==> src/rtl/vga_sync_monitor.sv <==
// vga_sync_monitor: locks onto a VGA sync stream, recovers pixel coordinates,
// flags timing/blanking violations and captures one probe pixel per frame.
module vga_sync_monitor #(
    parameter int H_TOTAL      = 2160,
    parameter int H_SYNC_START = 64,
    parameter int H_SYNC_END   = 255,
    parameter int H_VIS_START  = 560,
    parameter int V_TOTAL      = 1250,
    parameter int V_SYNC_START = 1,
    parameter int V_SYNC_END   = 3,
    parameter int V_VIS_START  = 50
) (
    input  logic        clock_162,
    input  logic        rst,
    input  logic [3:0]  RED,
    input  logic [3:0]  GREEN,
    input  logic [3:0]  BLUE,
    input  logic        HSYNC,
    input  logic        VSYNC,
    input  logic [10:0] probe_x,
    input  logic [10:0] probe_y,
    output logic        locked,
    output logic        pix_valid,
    output logic [10:0] pix_x,
    output logic [10:0] pix_y,
    output logic [11:0] pix_rgb,
    output logic        frame_start,
    output logic        sync_err,
    output logic [7:0]  err_count,
    output logic        blank_err,
    output logic [11:0] probe_rgb,
    output logic        probe_done
);
    localparam logic [11:0] HT  = 12'(H_TOTAL);
    localparam logic [11:0] HSS = 12'(H_SYNC_START);
    localparam logic [11:0] HSE = 12'(H_SYNC_END);
    localparam logic [11:0] HVS = 12'(H_VIS_START);
    localparam logic [10:0] VT  = 11'(V_TOTAL);
    localparam logic [10:0] VSS = 11'(V_SYNC_START);
    localparam logic [10:0] VSE = 11'(V_SYNC_END);
    localparam logic [10:0] VVS = 11'(V_VIS_START);

    typedef enum logic [1:0] {SEARCH, ALIGN, LOCKED} state_t;
    state_t state_q, state_d;

    logic [11:0] rgb1_q;
    logic        hs1_q, vs1_q, vs_prev_q;
    logic [11:0] col_q, col_d, cur_col;
    logic [10:0] row_q, row_d, cur_row;
    logic [10:0] probe_x_q, probe_y_q;
    logic        probe_hit_q;

    logic        locked_q, pix_valid_q, frame_start_q, sync_err_q, blank_err_q, probe_done_q;
    logic [10:0] pix_x_q, pix_y_q;
    logic [11:0] pix_rgb_q, probe_rgb_q;
    logic [7:0]  err_count_q;

    logic exp_hs, exp_vs, vfall, mismatch, load, origin, live, visible, vis, fs, hit;
    logic [10:0] x, y;

    assign exp_hs   = !(col_q >= HSS && col_q <= HSE);
    assign exp_vs   = !(row_q >= VSS && row_q <= VSE);
    assign vfall    = vs_prev_q && !vs1_q;
    assign mismatch = (state_q != SEARCH) && ((hs1_q != exp_hs) || (vs1_q != exp_vs));
    assign load     = vfall && (state_q == SEARCH || mismatch);
    assign origin   = (col_q == 12'd0) && (row_q == VSS);
    assign live     = (state_d == LOCKED);
    assign visible  = (col_q >= HVS) && (row_q >= VVS);
    assign vis      = live && visible;
    assign fs       = live && origin;
    assign x        = 11'(col_q - HVS);
    assign y        = row_q - VVS;
    assign hit      = vis && (x == probe_x_q) && (y == probe_y_q) && !probe_hit_q;

    // A VSYNC fall both (re)defines the current sample's coordinates and restarts alignment.
    always_comb begin
        state_d = load ? ALIGN : mismatch ? SEARCH : (state_q == ALIGN && origin) ? LOCKED : state_q;
        cur_col = load ? 12'd0 : col_q;
        cur_row = load ? VSS : row_q;
        col_d   = (cur_col == HT - 12'd1) ? 12'd0 : cur_col + 12'd1;
        row_d   = (cur_col != HT - 12'd1) ? cur_row : (cur_row == VT - 11'd1) ? 11'd0 : cur_row + 11'd1;
    end

    always_ff @(posedge clock_162 or posedge rst) begin
        if (rst) begin
            rgb1_q        <= '0;
            hs1_q         <= 1'b1;
            vs1_q         <= 1'b1;
            vs_prev_q     <= 1'b1;
            state_q       <= SEARCH;
            col_q         <= '0;
            row_q         <= '0;
            probe_x_q     <= '0;
            probe_y_q     <= '0;
            probe_hit_q   <= 1'b0;
            locked_q      <= 1'b0;
            pix_valid_q   <= 1'b0;
            pix_x_q       <= '0;
            pix_y_q       <= '0;
            pix_rgb_q     <= '0;
            frame_start_q <= 1'b0;
            sync_err_q    <= 1'b0;
            err_count_q   <= '0;
            blank_err_q   <= 1'b0;
            probe_rgb_q   <= '0;
            probe_done_q  <= 1'b0;
        end else begin
            rgb1_q        <= {RED, GREEN, BLUE};
            hs1_q         <= HSYNC;
            vs1_q         <= VSYNC;
            vs_prev_q     <= vs1_q;
            state_q       <= state_d;
            col_q         <= col_d;
            row_q         <= row_d;
            locked_q      <= live;
            pix_valid_q   <= vis;
            frame_start_q <= fs;
            sync_err_q    <= mismatch;
            probe_done_q  <= hit;
            probe_hit_q   <= fs ? 1'b0 : (probe_hit_q || hit);
            if (vis) begin
                pix_x_q   <= x;
                pix_y_q   <= y;
                pix_rgb_q <= rgb1_q;
            end
            if (fs) begin
                probe_x_q <= probe_x;
                probe_y_q <= probe_y;
            end
            if (hit) probe_rgb_q <= rgb1_q;
            if (mismatch && err_count_q != 8'hFF) err_count_q <= err_count_q + 8'd1;
            if (live && !visible && rgb1_q != 12'd0) blank_err_q <= 1'b1;
        end
    end

    assign locked      = locked_q;
    assign pix_valid   = pix_valid_q;
    assign pix_x       = pix_x_q;
    assign pix_y       = pix_y_q;
    assign pix_rgb     = pix_rgb_q;
    assign frame_start = frame_start_q;
    assign sync_err    = sync_err_q;
    assign err_count   = err_count_q;
    assign blank_err   = blank_err_q;
    assign probe_rgb   = probe_rgb_q;
    assign probe_done  = probe_done_q;
endmodule

==> config.mk <==
export PLATFORM = sky130hd
export DESIGN_NAME = vga_sync_monitor
export DESIGN_NICKNAME = d
export VERILOG_FILES = /design/src/rtl/vga_sync_monitor.sv
export SDC_FILE = /design/constraint.sdc
export NUM_CORES = 1
export LEC_CHECK = 0
export BUFFER_PORTS_ARGS = -buffer_cell sky130_fd_sc_hd__buf_2
export CORE_MARGIN = 2
export CORE_UTILIZATION = 60
export DETAILED_ROUTE_END_ITERATION = 10
export GPL_TIMING_DRIVEN = 0
export PLACE_DENSITY = 0.84
export REMOVE_ABC_BUFFERS = 1
export SLEW_MARGIN = 20
export SYNTH_ARGS = -nofsm -noshare
export SYNTH_HDL_FRONTEND = slang
export SYNTH_SLANG_ARGS = --single-unit
==> constraint.sdc <==
create_clock -name clock_162 -period 10.9 [get_ports clock_162]
set_clock_uncertainty 0.15 [all_clocks]
set_input_delay 1.635 -clock clock_162 [delete_from_list [all_inputs] [get_ports clock_162]]
set_output_delay 1.635 -clock clock_162 [all_outputs]
set_load 0.05 [all_outputs]
* Word-level counts from Yosys, hierarchy flattened
Index checks and enable logic that the tools add are counted.
** Storage, ports and cells
- Bits in registers :: 123
- Input port bits :: 38
- Output and inout bits :: 60
- Word-level logic and storage cells :: 80
** Cells by class
- Add/sub/neg operators :: 5
- $lt $le $gt $ge :: 6
- Equal/unequal tests :: 11
- Multiplexer cells :: 9
- Reductions and logical operators :: 28
** Operator list (count)
- 2-to-1 mux 11 bit :: 3
- 2-to-1 mux 12 bit :: 2
- equality test 11 bit :: 2
- logical AND 1 bit :: 16
- adder 12 x 1 -> 12 bit, second input constant :: 1
- equality test 12 bit, second input constant :: 1
- >= comparator 12 x 10 -> 1 bit, second input constant :: 1
- >= comparator 12 x 7 -> 1 bit, second input constant :: 1
- <= comparator 12 x 8 -> 1 bit, second input constant :: 1
- zero test 12 bit :: 1
- != test 12 bit, second input constant :: 1
- nonzero test 12 bit :: 1
- adder 11 x 1 -> 11 bit, second input constant :: 1
- equality test 11 x 1 -> 1 bit, second input constant :: 1
- equality test 11 bit, second input constant :: 1
- >= comparator 11 x 1 -> 1 bit, second input constant :: 1
- >= comparator 11 x 6 -> 1 bit, second input constant :: 1
- <= comparator 11 x 2 -> 1 bit, second input constant :: 1
- subtractor 11 x 10 -> 11 bit, second input constant :: 1
- subtractor 11 x 6 -> 11 bit, second input constant :: 1
- adder 8 x 1 -> 8 bit, second input constant :: 1
- != test 8 bit, second input constant :: 1
- 2-to-1 mux 2 bit :: 3
- zero test 1 bit :: 5
- other kinds (7) :: 10

* Longest topological paths before layout
Gate-level depths: netlist of the first run.
- Depth after elaboration :: 16
- Mapped depth :: 17
- Mapped depth without buffers :: 15

* Worst setup path before layout of the first run
No wires, ideal clock.
- Path kind :: register to register
- Start :: reg row_q[1]
- End :: reg row_q[0]
- Setup time :: 0.124 ns
- Arrival time :: 3.276 ns
- Required time :: 10.626 ns
- Path slack :: 7.350 ns
- Cell stages (with the launch flop) :: 14
- Period minus slack after synthesis :: 3.550 ns
- Path through :: dfrtp_1 buf_2 inv_1 ha_1 nand2b_1 a21oi_1 nor3_1 a311oi_1 or2_2 ha_1 nand4b_1 nor4_1 nor3_1 a211o_1
** On the way
- Word-level cells in the longest chain between the ends :: 12
- Elaborated cells between the ends (all ways) :: 16
- Classes of those cells :: add/sub: 1; order compare: 2; eq/ne: 3; mux: 4; reduce/logical: 6
** Ends and longest elaborated chain
- start: declaration :: RTL line 49 : logic [10:0] row_q, row_d, cur_row;
- start signal: assignment :: RTL line 114 : row_q <= row_d;
- >= comparator 11 x 1 -> 1 bit or <= comparator 11 x 2 -> 1 bit (tied branches) :: RTL line 62 : assign exp_vs = !(row_q >= VSS && row_q <= VSE);
- logical AND 1 bit :: RTL line 62
- zero test 1 bit :: RTL line 62
- != test 1 bit :: RTL line 64 : assign mismatch = (state_q != SEARCH) && ((hs1_q != exp_hs) || (vs1_q != exp_vs));
- logical OR 1 bit :: RTL line 64
- logical AND 1 bit :: RTL line 64
- logical OR 1 bit :: RTL line 65 : assign load = vfall && (state_q == SEARCH || mismatch);
- logical AND 1 bit :: RTL line 65
- 2-to-1 mux 11 bit :: RTL line 79 : cur_row = load ? VSS : row_q;
- adder 11 x 1 -> 11 bit or equality test 11 bit (tied branches) :: RTL line 81 : row_d = (cur_col != HT - 12'd1) ? cur_row : (cur_row == VT - 11'd1) ? 11'd0 : cur_row + 11'd1;
- 2-to-1 mux 11 bit :: RTL line 81
- 2-to-1 mux 11 bit (*) :: RTL line 81
- via row_d[0] :: RTL line 49
The timed path passes the listed nets; every way through them passes the cells marked *.
A chain may end at the register's enable or synchronous reset.

* Worst setup path in the final report of the first run
- Start :: reg row_q[1]
- End :: reg row_q[7]
The elaborated chain is that of the path after synthesis.

==> results of run 1 <==
cells in the final DEF, fill, tap and decap left out, types with 10 or more instances in the layout:
master,count
nand2_1,87
mux2_2,27
buf_2,97
nor3_1,12
nand3_1,15
clkbuf_16,16
xnor2_1,32
nand4_1,10
a21oi_1,24
xor2_1,12
inv_1,14
dfrtp_1,120
nor2_1,43
o21ai_0,14
mux2_4,10
routing by layer:
metal | GRT usage | up-vias
li1 | - | 2157
met1 | 0.3424 | 2278
met2 | 0.4702 | 182
met3 | 0.06042 | 53
met4 | 0.1264 | 0
met5 | 0 | -
state kept, by name (all words and copies together) (netlist names):
signal and count:
frame_start 1, probe_y_q 11, vs_prev_q 1, pix_valid 1, probe_rgb 12, row_q 11
err_count 8, sync_err 1, locked 1, probe_x_q 11, probe_done 1, pix_x 11
probe_hit_q 1, state_q 2, rgb1_q 12, vs1_q 1, col_q 12, pix_rgb 12
hs1_q 1, pix_y 11, blank_err 1
logic make-up after synthesis:
logic type / after synthesis / share of synthesized area
AO/OA/AOI/OAI: 76 / 0.08715
XOR/XNOR: 46 / 0.07224
adder cells (fa/ha/maj): 9 / 0.01890
buffers and inverters: 46 / 0.03276
flip-flops: 123 / 0.5172
multiplexers: 40 / 0.08127
AND/OR/NAND/NOR: 230 / 0.1905
final timing paths:
| path | from | endpoint | cells after the start |
|---|---|---|---|
| hold / removal | vs1_q | vs_prev_q | 0 |
| max in group asynchronous | rst | probe_y_q[4] | 3 |
| min in group asynchronous | rst | frame_start | 2 |
| setup reg to reg | row_q[1] | row_q[7] | 14 |
| hold reg to reg | vs1_q | vs_prev_q | 0 |
| setup / recovery | row_q[1] | row_q[7] | 14 |
power by group:
part           internal [mW]  switching [mW]
clock                  0.356           0.212
combinational          0.108           0.163
sequential             0.519          0.0721
final cells by class:
cell class / count / share of cell area
sequential: 123 / 0.4268
multi-input combinational: 401 / 0.3760
timing repair buffer: 103 / 0.08283
clock buffer: 19 / 0.05978
clock inverter: 13 / 0.02305
tap: 133 / 0.02305
inverter: 15 / 0.008491
per-stage QoR:
stage,total power [mW],util,setup WS (ns),hold slack [ns]
5_1_grt,1.490,0.7456,5.982,0.2597
4_1_cts,1.431,0.7456,6.384,0.2495
3_5_place_dp,0.8611,0.6839,6.518,0.2410
3_3_place_gp,0.8411,0.6682,4.288,0.2257
2_1_floorplan,0.7781,-,5.849,0.2174
6_report,1.429,0.7456,6.314,0.2491
==> results.toml, run 1 <==
[routing]
postRouteAntennaNets = 0
top_layer_used = "met4"
route.met3.wl_um = 780
vias = 4670
first_pass_iters = 5
met1_length_um = 5818
route.detailed.drc = 0
wl_met2_um = 7272
vias_per_cell = 5.787
wl_per_cell_um = 17.77
drt-initial-drc-count = 327
wirelength_um = 14340

[global_routing]
antenna_found_initial = 0
grt_pass1_vias = 4718
grt_usage = 0.2776
grt_pass1_wl_um = 23460
grt_max_degree = 66
gr-total-overflow = 0

[yosys]
synth.cell_area_um2 = 5958
yosysSeqAreaShare = 0.5172
ys.flop_type = "dfrtp_1"
synth_top_area_frac = 0.5040
synth_area_leaders = "dfrtp_1, nand2_1, mux2_2"
yosys-top-cells-count = "dfrtp_1, nand2_1, nor2_1"
synthDistinctLibCells = 64
ys_seq_elements = 123
async_flop_share = 1.000
yosysWarnings = 0
synth_edf_count = 0
syn_inst = 570
synth.most_common_cell = "dfrtp_1"
avgSynthCellArea_um2 = 10.45
yosys.area.top_type = "dfrtp_1"

[clock_tree]
cts.sinks = 123
cts_hold_buf = 0
clk-insertion-delay-late_ns = 0.53
cts-resized-gates = 0
cts_max_path_buffers = 2
h-tree-depth = 4
clkTransAtPathRegs_ns = 0.06
cts_root_buffer = "clkbuf_8"
cts_setup_buffers = 0
cts_tree = "yes"
cts_buffers = 17

[sta]
rsz0062_at_grt = "false"
report.final.slew_viol_count = 0
max_freq_mhz = 218.1
worstMarginPinSlew_ns = 0.9149
fin_crit_ns = 4.586
finalSetupViolCount = 0
relSlewSlack = 0.3850
finalCritPeriodShare = 0.4207
fin_setup_tns_ns = 0
hold_viol_final = 0

[worst_setup_path]
worst_ep_arrival_time_ns = 4.88
cp_top_family = "simple AND/OR/NAND/NOR gates"
cp-start-kind = "register"
critPathMaxFanout = 22
slowest_stage = "or3b_2"
path_class = "register to register"
end_kind = "register"
r2r_setup_slack_ns = 6.31
cp_cell_sequence = "inv_1, ha_1, nand2b_1, a21oi_1, nor3_1, a311oi_4, buf_8, nor2b_1, ha_1, nand2_1, nor4b_1, nand2_1, or3b_2, a21oi_1"
cp.required_ns = 11.20
crit_buf_inv = 2
cp_slowest_stage_delay_ns = 0.64

[placement]
gp_congestion = 0.9028
dp_hpwl_um = 9700
detailed_place.area_um2 = 6623
placement.io_buffers = 97
dp.cells = 775

[die]
fp.dieW_um = 103.7
row_count = 36
start_util = 0.6152
coreArea_um2 = 9684
dieArea_um2 = 10740
ios = 98
fp.dieH_um = 103.7

[flow_run]
drv_cap = 0

[min_path]
hold_path_class = "register to register"

[layout]
diodes = 0
area_delta_synth_final_pct = 21.19
multiInputGateArea_um2 = 2715
regArea_um2 = 3082
final_nets = 708
fill_cells = 654
fin_cells = 807
drive_gt1_frac = 0.2878
fin_area_um2 = 7221

[pwr]
peakVddDrop_mv = 0.1188
p_leak_nw = 3.529
power_density_nw_per_um2 = 197.9

[outcome]
status = "finished clean"
No activity file was read; power rests on OpenSTA's default activity.
==> run 2, diff against run 1 <==
- CORE_UTILIZATION: 60 -> 51
- PLACE_DENSITY: 0.84 -> 0.76
- clock period: 10.9 -> 3.7 ns (I/O delays scaled with it)
==> run 2 against run 1 <==
Compared with the run above: clock-buffer cell count fell by 1; core utilization decreased by 10 points; sequential power increased to 2.9 times the previous value; register-to-register slack worse by 6.1 ns; critical path type unchanged; largest cell class unchanged.
==> results.toml, run 2 (synthesized netlist as in run 1, its figures left out) <==
[worst_setup_path]
cp_slowest_stage_delay_ns = 0.50
critPathMaxFanout = 11
slowest_stage = "dfrtp_2"
path_class = "register to register"
worst_ep_arrival_time_ns = 3.72
cp_cell_sequence = "or2_2, a31o_2, nor3_2, a311oi_4, nor2b_1, ha_1, nand2_1, nor4b_4, nand2_4, or3b_2, a21oi_1"
r2r_setup_slack_ns = 0.17
end_kind = "register"
crit_buf_inv = 0
cp.required_ns = 3.89
cp_top_family = "simple AND/OR/NAND/NOR gates"
cp-start-kind = "register"

[layout]
fin_util = 0.6442
drive_gt1_frac = 0.3216
fill_cells = 928
diodes = 0
final_nets = 715
area_delta_synth_final_pct = 23.46
final_common_cell = "dfrtp_1"
final_cell_mix = "dfrtp_1, buf_2, nand2_1"

[global_routing]
gr-total-overflow = 0
grt_pass1_wl_um = 22910
grt_pass1_vias = 4582
grt_max_degree = 65
antenna_found_initial = 0
grt_usage = 0.2312

[sta]
hold_viol_final = 0
relSlewSlack = 0.3802
fin_setup_tns_ns = 0
finalCritPeriodShare = 0.9541
worstMarginPinSlew_ns = 0.9298
finalSetupViolCount = 0
report.final.slew_viol_count = 0
fin_crit_ns = 3.530
max_freq_mhz = 283.3
hold_ws_ns = 0.04054

[pwr]
p_total_mw = 4.265
seqPwrFrac = 0.408
power_density_nw_per_um2 = 579.9
p_leak_nw = 3.586
peakVddDrop_mv = 0.3777
netSwitchingFraction = 0.3110
p_comb_frac = 0.185
p_int_mw = 2.939
clkPwrFrac = 0.407
p_sw_mw = 1.327

[placement]
gp_congestion = 0.8722
placement.io_buffers = 97
dp_hpwl_um = 9338

[clock_tree]
cts_hold_buf = 0
cts_root_buffer = "clkbuf_16"
clkTransAtPathRegs_ns = 0.06
clk-insertion-delay-late_ns = 0.42
h-tree-depth = 4
cts.sinks = 123
cts_buffers = 17
cts_tree = "yes"
cts_max_path_buffers = 2

[die]
dieArea_um2 = 12560
row_count = 39
start_util = 0.5218
ios = 98
fp.dieH_um = 112.1
fp.dieW_um = 112.1
coreArea_um2 = 11420

[routing]
vias_per_cell = 5.583
wl_per_cell_um = 17.02
vias = 4600
drt-initial-drc-count = 285
route.detailed.drc = 0
first_pass_iters = 5
postRouteAntennaNets = 0
wirelength_um = 14020

[min_path]
hold_path_class = "primary input to asynchronous set/reset pin"

[flow_run]
drv_cap = 0

[outcome]
status = "finished clean"
[run 2: cell count changes in the layout (fill, tap and decap cells not counted), moves of 3 or more]
| cell | previous run | this run |
|---|---|---|
| buf_4 | 2 | 7 |
| inv_6 | 3 | 7 |
| buf_6 | 0 | 3 |
| dfrtp_2 | 0 | 6 |
| dfrtp_1 | 120 | 114 |
[run 2: worst reg2reg max path: cells and delay by family, from the launching register on]
family          cells  cell delay (ns)
simple gates        7             1.97
compound gates      3             0.59
flops               1             0.50
fa+ha+maj           1             0.26
[run 2: per-stage QoR]
step | cells | area (um^2) | worst slack, ns
after global routing | 824 | 7356 | -0.03065
after global placement | 779 | 6484 | -2.855
after CTS | 819 | 7283 | 0.004931
after detailed placement | 784 | 6604 | -0.6047
final | 824 | 7356 | 0.1698
after floorplan | 539 | 5819 | -1.015
[run 2: layout make-up]
cell class                 instances  area [um^2]  share of cell area
multi-input combinational        402         2786              0.3788
sequential                       123         3089              0.4200
inverter                          15        61.31            0.008335
timing repair buffer             109        619.3             0.08420
clock inverter                    14        181.4             0.02466
tap                              143        178.9             0.02432
clock buffer                      18        439.2             0.05970
[run 2: timing repair]
item,4_1_cts,5_1_grt
buffers inserted,2,5
pin swaps,3,3
resized for setup,10,13
setup endpoints to repair,17,17
endpoints found under the hold margin,0,0
cloned,1,0
[run 2: final timing paths]
check | startpoint | endpoint | cells after the start
worst min register to register | vs1_q | vs_prev_q | 0
worst min-delay path | rst | pix_x[1] | 2
worst max register to register | row_q[3] | row_q[7] | 11
min in group clock_162 | HSYNC | hs1_q | 1
worst max-delay path | row_q[3] | row_q[7] | 11
max in group asynchronous | rst | vs_prev_q | 3
[run 2: power by group through the flow]
stage	logic (mW)	registers (mW)	clock network, mW
final	0.789	1.74	1.74
after detailed placement	0.780	1.76	0
after floorplan	0.477	1.82	0
after global routing	0.872	1.76	1.82
after CTS	0.790	1.73	1.76
after global placement	0.742	1.74	0
[run 2: routing by layer]
metal | track usage | share of wire | up-vias
met5 | 0 | 0 | -
met4 | 0.08211 | 0.016 | 0
met3 | 0.06048 | 0.061 | 24
met2 | 0.3759 | 0.50 | 154
met1 | 0.3028 | 0.43 | 2251
li1 | - | - | 2171
